File: config.mk
export PLATFORM = sky130hd
export DESIGN_NAME = id_ex_stage
export DESIGN_NICKNAME = d
export VERILOG_FILES = /design/src/rtl/pipeline_pkg.sv /design/src/rtl/hazard_detect.sv /design/src/rtl/id_ex_stage.sv
export SDC_FILE = /design/constraint.sdc
export NUM_CORES = 1
export LEC_CHECK = 0
export ABC_AREA = 1
export CAP_MARGIN = 5
export CORE_MARGIN = 2
export CORE_UTILIZATION = 36
export DETAILED_ROUTE_END_ITERATION = 8
export PLACE_DENSITY = 0.8
export REMOVE_ABC_BUFFERS = 1
export SYNTH_ARGS = -nofsm -noshare
export SYNTH_HDL_FRONTEND = slang
export SYNTH_SLANG_ARGS = --single-unit
File: constraint.sdc
create_clock -name clk -period 2.5 [get_ports clk]
set_input_delay 0.5 -clock clk [delete_from_list [all_inputs] [get_ports clk]]
set_output_delay 0.5 -clock clk [all_outputs]
set_load 0.005 [all_outputs]
File: src/rtl/pipeline_pkg.sv
// Shared pipeline definitions: control-bundle layout, bubble encoding and
// default datapath widths used by the ID/EX stage and its helpers.
package pipeline_pkg;

    localparam int CTRL_W    = 9;
    localparam int DATA_W_DEF = 32;
    localparam int REG_W_DEF  = 5;

    // Decoder bundle layout, MSB first: RegDst, AluOp[1:0], ALUSrc, Branch,
    // MemRead, MemWrite, RegWrite, MemtoReg.
    localparam int CTRL_REG_DST   = 8;
    localparam int CTRL_ALU_OP_HI = 7;
    localparam int CTRL_ALU_OP_LO = 6;
    localparam int CTRL_ALU_SRC   = 5;
    localparam int CTRL_BRANCH    = 4;
    localparam int CTRL_MEM_READ  = 3;
    localparam int CTRL_MEM_WRITE = 2;
    localparam int CTRL_REG_WRITE = 1;
    localparam int CTRL_MEM_TO_REG = 0;

    localparam logic [CTRL_W-1:0] CTRL_BUBBLE = 9'h000;

    typedef logic [CTRL_W-1:0] ctrl_t;

    // Destination register select: rd for R-type, rt otherwise.
    function automatic logic [REG_W_DEF-1:0] sel_wreg(
        input ctrl_t               ctrl,
        input logic [REG_W_DEF-1:0] rt,
        input logic [REG_W_DEF-1:0] rd
    );
        return ctrl[CTRL_REG_DST] ? rd : rt;
    endfunction

endpackage

File: src/rtl/hazard_detect.sv
// Combinational load-use hazard detector: a load in EX whose destination is
// read by the instruction currently in ID.
module hazard_detect
    import pipeline_pkg::*;
#(
    parameter int REG_W = REG_W_DEF
) (
    input  logic             ex_valid,
    input  logic             ex_mem_read,
    input  logic [REG_W-1:0] ex_rt,
    input  logic             id_valid,
    input  logic             id_alu_src,
    input  logic             id_mem_write,
    input  logic [REG_W-1:0] id_rs,
    input  logic [REG_W-1:0] id_rt,
    output logic             load_use
);

    logic ex_is_load;
    logic rs_match;
    logic rt_match;

    assign ex_is_load = ex_valid & ex_mem_read & (ex_rt != '0);
    assign rs_match   = (ex_rt == id_rs);
    // rt is only a true source when it feeds the ALU or supplies store data.
    assign rt_match   = (ex_rt == id_rt) & (~id_alu_src | id_mem_write);
    assign load_use   = ex_is_load & id_valid & (rs_match | rt_match);

endmodule

File: src/rtl/id_ex_stage.sv
// ID/EX pipeline register with load-use bubble insertion, flush and stall.
// Optional stall counter enabled by defining ID_EX_STALL_CNT_EN.
module id_ex_stage
    import pipeline_pkg::*;
#(
    parameter int DATA_W = DATA_W_DEF,
    parameter int REG_W  = REG_W_DEF
) (
    input  logic              clk,
    input  logic              rst,
    input  logic              id_valid,
    input  logic [CTRL_W-1:0] id_ctrl,
    input  logic [DATA_W-1:0] id_rd1,
    input  logic [DATA_W-1:0] id_rd2,
    input  logic [DATA_W-1:0] id_imm,
    input  logic [DATA_W-1:0] id_pc4,
    input  logic [REG_W-1:0]  id_rs,
    input  logic [REG_W-1:0]  id_rt,
    input  logic [REG_W-1:0]  id_rd,
    input  logic              flush,
    input  logic              ex_stall,
    output logic              ex_valid,
    output logic [CTRL_W-1:0] ex_ctrl,
    output logic [DATA_W-1:0] ex_rd1,
    output logic [DATA_W-1:0] ex_rd2,
    output logic [DATA_W-1:0] ex_imm,
    output logic [DATA_W-1:0] ex_pc4,
    output logic [REG_W-1:0]  ex_rs,
    output logic [REG_W-1:0]  ex_rt,
    output logic [REG_W-1:0]  ex_rd,
    output logic [REG_W-1:0]  ex_wreg,
    output logic              hazard_stall,
    output logic              id_hold
`ifdef ID_EX_STALL_CNT_EN
    ,
    output logic [15:0]       stall_count
`endif
);

    logic load_use;
    logic load_en;

    hazard_detect #(
        .REG_W (REG_W)
    ) u_hazard_detect (
        .ex_valid     (ex_valid),
        .ex_mem_read  (ex_ctrl[CTRL_MEM_READ]),
        .ex_rt        (ex_rt),
        .id_valid     (id_valid),
        .id_alu_src   (id_ctrl[CTRL_ALU_SRC]),
        .id_mem_write (id_ctrl[CTRL_MEM_WRITE]),
        .id_rs        (id_rs),
        .id_rt        (id_rt),
        .load_use     (load_use)
    );

    // Flush and downstream stall both outrank the hazard, so it is masked here.
    assign hazard_stall = load_use & ~flush & ~ex_stall;
    assign id_hold      = hazard_stall | ex_stall;
    assign load_en      = ~flush & ~ex_stall & ~load_use;

    // Valid/control: a bubble is always an all-zero control word.
    always_ff @(posedge clk) begin
        // NOTE: state registers use non-blocking assignments so every flop
        // samples pre-edge values regardless of statement order.
        if (rst) begin
            ex_valid <= 1'b0;
            ex_ctrl  <= CTRL_BUBBLE;
        end else if (flush) begin
            ex_valid <= 1'b0;
            ex_ctrl  <= CTRL_BUBBLE;
        end else if (!ex_stall) begin
            if (hazard_stall) begin
                ex_valid <= 1'b0;
                ex_ctrl  <= CTRL_BUBBLE;
            end else begin
                ex_valid <= id_valid;
                ex_ctrl  <= id_valid ? id_ctrl : CTRL_BUBBLE;
            end
        end
    end

    // Datapath: contents of a bubble are don't-care, so it simply holds.
    always_ff @(posedge clk) begin
        if (rst) begin
            ex_rd1  <= '0;
            ex_rd2  <= '0;
            ex_imm  <= '0;
            ex_pc4  <= '0;
            ex_rs   <= '0;
            ex_rt   <= '0;
            ex_rd   <= '0;
            ex_wreg <= '0;
        end else if (load_en) begin
            ex_rd1  <= id_rd1;
            ex_rd2  <= id_rd2;
            ex_imm  <= id_imm;
            ex_pc4  <= id_pc4;
            ex_rs   <= id_rs;
            ex_rt   <= id_rt;
            ex_rd   <= id_rd;
            ex_wreg <= id_ctrl[CTRL_REG_DST] ? id_rd : id_rt;
        end
    end

`ifdef ID_EX_STALL_CNT_EN
    always_ff @(posedge clk) begin
        if (rst) begin
            stall_count <= 16'h0000;
        end else if (hazard_stall && (stall_count != 16'hFFFF)) begin
            stall_count <= stall_count + 16'h0001;
        end
    end
`endif

endmodule

==> Word level (Yosys, flattened, before mapping) <==
Index checks and enable logic that the tools add are counted.
{ "totals": {"ff_bits": 158, "input_bits": 157, "out_inout_bits": 160, "wordCells": 34} }
{ "op_classes": {"n_eq_ne": 2, "n_mux": 4, "n_bitwise": 16, "reduce_logical": 2} }
{ "ops": {"columns": ["operator", "count"], "rows": [
  ["$mux 9", 2],
  ["$eq 5x5->1", 2],
  ["$and 1x1->1", 9],
  ["$mux 5", 1],
  ["$reduce_bool 5->1", 1],
  ["$not 1->1", 4],
  ["$or 1x1->1", 3],
  ["$reduce_or 2->1", 1],
  ["$mux 1", 1]
]} }

==> Logic depth before layout (Yosys ltp) <==
{ "logic_depth": {"ltp_word": 8, "depth_mapped": 12, "ltp_nobuf": 10} }

==> Modules after synthesis <==
Synthesis repeated with hierarchy kept, for this count alone.
{ "hier_totals": {"hier_cells": 947, "hier_area_um2": 6759.0} }
{ "modules_own_cells": {"columns": ["module", "instances", "cells_each", "area_per_inst_um2", "seq_area_each_um2"], "rows": [
  ["id_ex_stage", 1, 896, 6545.0, 3163.0],
  ["hazard_detect", 1, 51, 214.0, 0.0]
]} }

==> Least setup slack after synthesis <==
Ideal clock, no wire load.
{ "synth_path": {"path_kind": "input to output", "startpoint": "input port id_rt[3]", "endpoint": "output port hazard_stall", "arrival_ps": 1236, "required_ps": 2000, "setup_slack_ps": 764, "stages": 9, "n_path_buf": 1, "cell_sequence": "inv_1 -> nand2_1 -> nand2_1 -> nor2_1 -> nand3_1 -> nand2_1 -> nand3_1 -> buf_2 -> nor2_1"} }
{ "synth_between": {"elab_chain_len": 6} }
{ "synth_lines": {"columns": ["item", "line_no", "text"], "rows": [
  ["start, declared", "id_ex_stage.sv:18", "input logic [REG_W-1:0] id_rt,"],
  ["$eq 5x5->1", "hazard_detect.sv:26", "assign rt_match = (ex_rt == id_rt) & (~id_alu_src | id_mem_write);"],
  ["$and 1x1->1", "hazard_detect.sv:26", null],
  ["$or 1x1->1", "hazard_detect.sv:27", "assign load_use = ex_is_load & id_valid & (rs_match | rt_match);"],
  ["$and 1x1->1", "hazard_detect.sv:27", null],
  ["$and 1x1->1 (2 in a row)", "id_ex_stage.sv:58", "assign hazard_stall = load_use & ~flush & ~ex_stall;"],
  ["end, declared", "id_ex_stage.sv:32", "output logic hazard_stall,"]
]} }
No other way between the ends.

==> Worst setup path after layout <==
{ "layout_path": {"startpoint": "input port id_ctrl[2]", "endpoint": "output port hazard_stall"} }
{ "layout_between": {"elab_chain_len": 6} }
{ "layout_lines": {"columns": ["item", "line_no", "text"], "rows": [
  ["start, declared", "id_ex_stage.sv:12", "input logic [CTRL_W-1:0] id_ctrl,"],
  ["$or 1x1->1", "hazard_detect.sv:26", null],
  ["$and 1x1->1", "hazard_detect.sv:26", null],
  ["$or 1x1->1", "hazard_detect.sv:27", null],
  ["$and 1x1->1", "hazard_detect.sv:27", null],
  ["$and 1x1->1 (2 in a row)", "id_ex_stage.sv:58", null]
]} }
No other way between the ends.

==> insert_results.sql <==
INSERT INTO impl_metrics (metric_group, metric, value, unit) VALUES
('setup_path', 'crit_start_category', 'input pin', ''),
('final_layout', 'postLayoutCellArea', '10000', 'µm²'),
('synth', 'synth.yosys.seq_area_share', '51.7', '%'),
('power', 'clockPowerShare', '41.5', '%'),
('synth', 'synth-seq-cells', '158', ''),
('setup_path', 'crit_path_frequent_cell', 'nand2_1', ''),
('synth', 'synthDistinctLibCells', '18', ''),
('final_layout', 'post_route_cells_drive_above_1_share', '6.73', '%'),
('setup_path', 'worst-endpoint-arrival', '1830', 'ps'),
('final_layout', 'final.fill_count', '1477', ''),
('clocking', 'cts.clk_slew.worst_paths', '70', 'ps'),
('route', 'antenna_violating_nets_left', '0', ''),
('place', 'place.detailed.hpwl', '13600', 'µm'),
('timing', 'setup-violations-final', '0', ''),
('timing', 'slew_viol_final', '0', ''),
('timing', 'worst_pin_slew', '380', 'ps'),
('timing', 'final_number_of_hold_violating_endpoints', '0', ''),
('floorplanning', 'die_area', '18000', 'µm²'),
('run', 'max-cap-violations', '0', ''),
('setup_path', 'crit_chain', 'clkdlybuf4s50_1 > inv_1 > nand2_1 > nand2_1 > nor2_2 > nand3_1 > nand2_2 > nand3_2 > buf_4 > nor2_1 > clkbuf_2', ''),
('power', 'switching_share', '24.7', '%'),
('place', 'post-place-cells', '1285', ''),
('synth', 'synth.cell_area', '6110', 'µm²'),
('global_route', 'track_usage', '21.2', '%'),
('final_layout', 'signed_area_change_from_the_synthesized_netlist_to_the_final_layout', '64.0', '%'),
('power', 'seq_power_share', '44.3', '%'),
('outcome', 'run_status', 'finished clean', ''),
('global_route', 'grt_pass1_vias', '6207', ''),
('timing', 'final.hold.worst_slack', '458', 'ps'),
('final_layout', 'fin_nets', '1243', ''),
('clocking', 'cts_tree', 'yes', ''),
('clocking', 'clock-sinks', '158', ''),
('timing', 'timing.setup.tns', '0', 'ps'),
('setup_path', 'path_class', 'in -> out', ''),
('place', 'placed_cell_area', '9450', 'µm²'),
('final_layout', 'multi_input_comb_area', '2480', 'µm²'),
('timing', 'post_route_fraction_of_the_period_consumed_by_the_critical_path', '93.4', '%'),
('timing', 'slew-limit-headroom', '74.6', '%'),
('synth', 'ys_async_sr_fraction', '0', '%'),
('synth', 'synth-edff-count', '0', ''),
('final_layout', 'seqCellArea', '3160', 'µm²'),
('route', 'detail_route.first_pass.iterations', '5', ''),
('power', 'vdd_ir_drop_max', '0.000398', 'V'),
('power', 'combinationalPowerShare', '14.2', '%'),
('clocking', 'clock_root_buffer', 'clkbuf_16', ''),
('synth', 'share_of_yosys_cell_area_claimed_by_the_top_area_cell_type', '51.7', '%'),
('synth', 'ys.warnings.count', '0', ''),
('route', 'post_drt_wl_per_cell', '14.9', 'µm'),
('clocking', 'cts_htree_levels', '4', ''),
('synth', 'synth_common_cells', '201 x nand2_1, 162 x nand3_1, 158 x a21oi_1, 158 x dfxtp_1, 24 x clkbuf_1', ''),
('min_path', 'hold_class', 'reg -> reg', ''),
('timing', 'timing.fmax', '428', 'MHz'),
('clocking', 'clk_latency', '410', 'ps'),
('power', 'cellInternalPower', '4.57', 'mW'),
('power', 'power', '6.07', 'mW'),
('floorplanning', 'placementRows', '47', ''),
('clocking', 'cts-buffers-inserted', '17', ''),
('clocking', 'max-clock-path-buffers', '2', ''),
('floorplanning', 'die_width', '134', 'µm'),
('timing', 'post-route-worst-setup-slack', '166', 'ps'),
('power', 'switchingPower', '1.50', 'mW'),
('synth', 'syn-mean-instance-area', '7.69', 'µm²'),
('timing', 'finalClockSkew', '9.92', 'ps'),
('floorplanning', 'start_util', '36.9', '%'),
('place', 'place.gp.congestion', '0.778', ''),
('setup_path', 'end_kind', 'output port', ''),
('route', 'route.final.wire_length', '19700', 'µm'),
('global_route', 'grt-ovfl-total', '0', ''),
('global_route', 'grt_start_max_net_pins', '77', ''),
('floorplanning', 'coreArea', '16600', 'µm²'),
('final_layout', 'layout_utilization', '60.5', '%');
==> power groups by stage <==
stage / sequential (mW) / combinational (mW) / clock [mW]
floorplan: 2.75 / 0.237 / 0
global placement: 2.74 / 0.858 / 0
detailed placement: 2.75 / 0.864 / 0
CTS: 2.69 / 0.867 / 2.58
global route: 2.70 / 0.934 / 2.68
finish: 2.69 / 0.862 / 2.52
==> flip-flops by register name, indices dropped and copies added (netlist names) <==
register	cells
ex_rs	5
ex_wreg	5
ex_ctrl	9
ex_rd	5
ex_imm	32
ex_rt	5
ex_valid	1
ex_pc4	32
ex_rd2	32
ex_rd1	32
==> repair_timing <==
| item | CTS | global route |
|---|---|---|
| pin swaps | 4 | 0 |
| buffers inserted | 2 | 0 |
| resized for setup | 13 | 4 |
| setup endpoints to repair | 2 | 1 |
==> cells by family (layout without fill, tap and decap cells) <==
family,count (synthesis),after routing,share of synthesized area [%]
AO/OA/AOI/OAI,163,163,13.4
XOR/XNOR,1,1,0.143
buffers and inverters,98,402,8.16
flip-flops,158,158,51.7
multiplexers,1,1,0.184
AND/OR/NAND/NOR,374,374,26.4
==> layout by cell type (no fill, tap or decap) <==
cell type / n
clkdlybuf4s50_1: 305
nand2_1: 200
nand3_1: 161
a21oi_1: 158
dfxtp_1: 158
inv_1: 22
buf_4: 21
clkbuf_16: 17
dlygate4sd2_1: 9
buf_12: 7
inv_2: 5
clkinvlp_4: 5
nor2_1: 4
o21ai_0: 4
inv_6: 4
nor2_2: 3
nand2_4: 2
xnor2_1: 1
nand2_2: 1
nand4_1: 1
o21bai_1: 1
nand3_2: 1
nor2_4: 1
mux2_2: 1
clkinv_4: 1
clkbuf_1: 1
clkinv_2: 1
clkbuf_8: 1
bufinv_16: 1
inv_8: 1
clkbuf_2: 1
==> per-layer routing <==
metal	routed length, µm	GRT usage, %	up-vias
li1	-	-	3228
met3	1660	6.20	31
met1	8120	25.8	2920
met4	452	8.30	0
met2	9470	35.1	260
met5	0	0	-
==> area by class of cell <==
| type | count | share of cell area [%] |
|---|---|---|
| tap | 220 | 2.74 |
| clock buffer | 19 | 4.42 |
| sequential | 158 | 31.5 |
| inverter | 27 | 1.01 |
| clock inverter | 13 | 1.27 |
| timing repair buffer | 343 | 34.2 |
| multi-input combinational | 539 | 24.8 |
==> critical path, delay by kind of cell <==
kind / cells / cell delay [ps]
buffers and inverters: 4 / 790
AND/OR/NAND/NOR: 7 / 540
==> path summary, 6_finish.rpt <==
path,startpoint,end,slack (ps),depth (start not counted)
max,id_ctrl[2],hazard_stall,170,11
min,ex_rd1[11]$_SDFFE_PP0P_,ex_rd1[11]$_SDFFE_PP0P_,460,2
max reg2reg,ex_rt[1]$_SDFFE_PP0P_,ex_imm[28]$_SDFFE_PP0P_,500,13
min reg2reg,ex_rd1[11]$_SDFFE_PP0P_,ex_rd1[11]$_SDFFE_PP0P_,460,2
(Power assumes the default switching activity.)
